`src/rtl/uart_receiver.sv`:
```
// UART receiver: idle-high line, start bit, DATA_WIDTH data bits MSB first, one stop bit.
// Received words are offered on a valid/ready port; framing errors and overruns are pulsed.
module uart_receiver #(
  parameter int DATA_WIDTH   = 8,
  parameter int CLKS_PER_BIT = 1
) (
  input  logic                  CLK,
  input  logic                  RESET,
  input  logic                  rx,
  output logic [DATA_WIDTH-1:0] data,
  output logic                  valid,
  input  logic                  ready,
  output logic                  frame_err,
  output logic                  overrun
);

  localparam int BIT_W = $clog2(DATA_WIDTH + 2);
  localparam int CNT_W = $clog2(CLKS_PER_BIT + 1);
  localparam int HALF  = (CLKS_PER_BIT - 1) / 2;

  localparam logic [CNT_W-1:0] BIT_WAIT  = CNT_W'(CLKS_PER_BIT - 1);
  localparam logic [CNT_W-1:0] HALF_WAIT = CNT_W'((HALF > 0) ? HALF - 1 : 0);
  localparam logic [BIT_W-1:0] LAST_BIT  = BIT_W'(DATA_WIDTH - 1);

  localparam logic [2:0] IDLE  = 3'd0;
  localparam logic [2:0] START = 3'd1;
  localparam logic [2:0] DATA  = 3'd2;
  localparam logic [2:0] STOP  = 3'd3;
  localparam logic [2:0] BRK   = 3'd4;

  logic [2:0]            state_reg, state_next;
  logic [CNT_W-1:0]      wait_reg, wait_next;
  logic [BIT_W-1:0]      bit_reg, bit_next;
  logic [DATA_WIDTH-1:0] word_reg, word_next;
  logic [DATA_WIDTH-1:0] data_reg;
  logic                  valid_reg;
  logic                  frame_err_reg;
  logic                  overrun_reg;
  logic                  sample;
  logic                  done;
  logic                  bad_stop;

  // wait_reg counts down the cycles left until the next mid-bit sample.
  assign sample = (wait_reg == '0);

  always_comb begin
    state_next = state_reg;
    wait_next  = wait_reg;
    bit_next   = bit_reg;
    word_next  = word_reg;
    done       = 1'b0;
    bad_stop   = 1'b0;
    case (state_reg)
      IDLE: begin
        if (!rx) begin
          bit_next = '0;
          // With HALF==0 the start bit's own sample is this very cycle.
          if (HALF == 0) begin
            state_next = DATA;
            wait_next  = BIT_WAIT;
          end else begin
            state_next = START;
            wait_next  = HALF_WAIT;
          end
        end
      end
      START: begin
        if (sample) begin
          if (rx) begin
            state_next = IDLE;
          end else begin
            state_next = DATA;
            wait_next  = BIT_WAIT;
          end
        end else begin
          wait_next = wait_reg - 1'b1;
        end
      end
      DATA: begin
        if (sample) begin
          word_next = {word_reg[DATA_WIDTH-2:0], rx};
          wait_next = BIT_WAIT;
          if (bit_reg == LAST_BIT) begin
            state_next = STOP;
            bit_next   = '0;
          end else begin
            bit_next = bit_reg + 1'b1;
          end
        end else begin
          wait_next = wait_reg - 1'b1;
        end
      end
      STOP: begin
        if (sample) begin
          if (rx) begin
            done       = 1'b1;
            state_next = IDLE;
          end else begin
            bad_stop   = 1'b1;
            state_next = BRK;
          end
        end else begin
          wait_next = wait_reg - 1'b1;
        end
      end
      BRK: begin
        // A held-low line must return high before a new start is recognised.
        if (rx) state_next = IDLE;
      end
      default: state_next = IDLE;
    endcase
  end

  always_ff @(posedge CLK) begin
    if (RESET) begin
      state_reg <= IDLE;
      wait_reg  <= '0;
      bit_reg   <= '0;
      word_reg  <= '0;
    end else begin
      state_reg <= state_next;
      wait_reg  <= wait_next;
      bit_reg   <= bit_next;
      word_reg  <= word_next;
    end
  end

  always_ff @(posedge CLK) begin
    if (RESET) begin
      data_reg      <= '0;
      valid_reg     <= 1'b0;
      frame_err_reg <= 1'b0;
      overrun_reg   <= 1'b0;
    end else begin
      frame_err_reg <= bad_stop;
      overrun_reg   <= done && valid_reg && !ready;
      // A pending unconsumed word wins over a newly completed one.
      if (done && (!valid_reg || ready)) begin
        data_reg  <= word_reg;
        valid_reg <= 1'b1;
      end else if (valid_reg && ready) begin
        valid_reg <= 1'b0;
      end
    end
  end

  assign data      = data_reg;
  assign valid     = valid_reg;
  assign frame_err = frame_err_reg;
  assign overrun   = overrun_reg;

endmodule

```
`config.mk`:
```
export PLATFORM = sky130hd
export DESIGN_NAME = uart_receiver
export DESIGN_NICKNAME = d
export VERILOG_FILES = /design/src/rtl/uart_receiver.sv
export SDC_FILE = /design/constraint.sdc
export NUM_CORES = 1
export LEC_CHECK = 0
export ABC_AREA = 1
export BUFFER_PORTS_ARGS = -buffer_cell sky130_fd_sc_hd__buf_2
export CORE_UTILIZATION = 40
export CTS_BUF_LIST = sky130_fd_sc_hd__clkbuf_8
export CTS_CLUSTER_DIAMETER = 100
export DETAILED_ROUTE_END_ITERATION = 10
export GPL_TIMING_DRIVEN = 0
export REMOVE_ABC_BUFFERS = 1
export SLEW_MARGIN = 20
export SYNTH_ARGS = -nofsm -noshare
export SYNTH_HDL_FRONTEND = slang
export SYNTH_SLANG_ARGS = --single-unit
```
`constraint.sdc`:
```
create_clock -name CLK -period 1 [get_ports CLK]
set_input_delay 0.2 -clock CLK [delete_from_list [all_inputs] [get_ports CLK]]
set_output_delay 0.2 -clock CLK [all_outputs]
set_load 0.02 [all_outputs]
```
==> summary.txt <==
filler instances - 226
Max Used Layer - met4
Nets - 177
critical path endpoint category - register
Synth top area share - 48.4%
TritonCTS clock tree - done
Storage cell area - 537 um2
Total GRT Usage - 17.0%
Worst VDD drop - 0.992 mV
Bufs on Longest Clock Path - 2
Rows - 18
Final Hold Viols - 0
Non-Filler Instances - 201
Layout area overhead - 42.6%
clk_lat worst skew - 270 ps
relative slew slack - 60.4%
sequential share of the synthesized area - 48.4%
dominant cells by area after synthesis - dfxtp_1 48%, nor2_1 8.0%, nand2_1 7.7%, a21oi_1 6.5%, inv_1 5.9%
RSZ-0062 raised after global routing - yes
Routed Antenna Nets - 0
wire length on met3 - 65 um
full die area - 2900 um2
fin crit period - 1060 ps
Yosys cell types - 21
Inserted Clock Buffers - 3
P per Cell Area - 1560 nW/um2
DRT iter0 DRCs - 7
H-tree depth - 1
First-pass DRT Iterations - 4
status - finished, violations left
maxcap violations - 0
routed len/inst - 11.8 um
WL final - 2360 um
Mean Syn Cell Area - 7.52 um2
final core occ - 61.4%
wire length on met1 - 1150 um
die height - 53.9 um
total grt overflow - 0
Clock transition at path regs - 90 ps
final worst slack - -56.3 ps
most frequent cells in the layout - 21 x nor2_1, 20 x nand2_1, 19 x dfxtp_1
Die W - 53.9 um
first-pass GRT wire length - 3510 um
leading area contributor after synthesis - dfxtp_1
routability-driven placement congestion ratio - 0.758
clk_skew - 8.05 ps
drt via density - 4.94
fmax - 0.947 GHz
core area - 2500 um2
CP required - 1170 ps
pre-CTS setup slack - -162 ps
Cells after Synth - 143
final setup violating endpoints - 11
DR vias - 992
Yosys reg bits - 26
HP Class - in -> reg
I/O Pins - 15
Startpoint Class - register
Routed met2 length - 1130 um
share of cells above drive strength 1 - 39.2%
largest net degree at the start of global routing - 21
Ant. Diodes - 0
area of the multi-input gates - 586 um2
clock sink total - 26
cell count after placement - 184
IO buf count - 14
static leakage - 0.647 nW
most common cell after layout, fill and taps aside - nor2_1
Final Cell Area - 1530 um2
Synth Cell Area - 1080 um2
starting density of the core - 43.0%
initial antenna violation count - 0
vias in the first global route - 833
Post-Place Cell Area - 1170 um2
HPWL Detailed - 1350 um
DRC viols - 0
Final period util - 106%
Slew @ Worst Pin - 594 ps
Synth warnings - 0
CP Max Fanout - 8
worst setup path class - reg -> reg
Worst EP arrival - 1230 ps
Pins Over Slew Limit - 0
root buffer cell - clkbuf_8
violated checks - negative setup slack
## cell families after synthesis
family	synth area share, %
AND/OR/NAND/NOR	30.3
AO/OA/AOI/OAI	12.1
flip-flops	48.4
buffers and inverters	8.02
adder cells (fa/ha/maj)	1.16
## synthesized netlist by cell type (all sizes together)
cell type / number
nor2: 28
dfxtp: 26
nand2: 25
inv: 19
a21oi: 14
nand3: 12
o21ai: 12
clkbuf: 2
buf: 1
ha: 1
nand3b: 1
nand4: 1
nor3: 1
## metal layers
| layer | up-vias | global-route usage (%) |
|---|---|---|
| met4 | 0 | 6.58 |
| met1 | 461 | 22.6 |
| met5 | - | 0 |
| met3 | 4 | 3.39 |
| met2 | 14 | 26.5 |
| li1 | 513 | - |
## final timing paths
check | start | to | cells past startpoint | slack (ps)
worst max register to register | state_reg[2] | data[0] | 7 | -60
worst min-delay path | RESET | bit_reg[1] | 2 | 180
worst min register to register | data[1] | data[1] | 2 | 480
worst max-delay path | state_reg[2] | data[0] | 7 | -60
## what timing repair did
item / 4_1_cts / 5_1_grt
setup buffers: 6 / 6
setup endpoints to repair: 22 / 32
pin swaps: 6 / 17
gates cloned: 0 / 1
hold buffers: 0 / 0
gates resized for setup: 15 / 45
## final cells by class
cell class,count,area share (%)
Clock buffer,3,2.69
Clock inverter,1,1.96
Sequential cell,26,35.0
Multi-Input combinational cell,96,38.2
Tap cell,30,2.45
Inverter,19,5.14
Timing Repair Buffer,26,14.6
## critical path, stage by stage, from the launching register on
cell	delay (ps)
dfxtp_4	370
inv_4	70
nand3_4	90
nor2_4	110
buf_12	140
nand3_2	50
nand2_1	60
nor2_1	60
## power breakdown
group	internal [W]	total (W)	leakage (nW)	switching [W]
registers	0.00110	0.00114	0.216	0.0000481
logic	0.000162	0.000378	0.396	0.000216
clock network	0.000535	0.000864	0.0357	0.000329
## per-stage QoR
stage	power [W]	setup TNS, ps	hold slack (ps)
floorplan	0.00132	-1050	269
global placement	0.00138	-2250	444
detailed placement	0.00139	-2570	452
CTS	0.00230	-823	171
global route	0.00249	-1630	196
finish	0.00239	-458	175
Power figures use the tool's default switching activity.
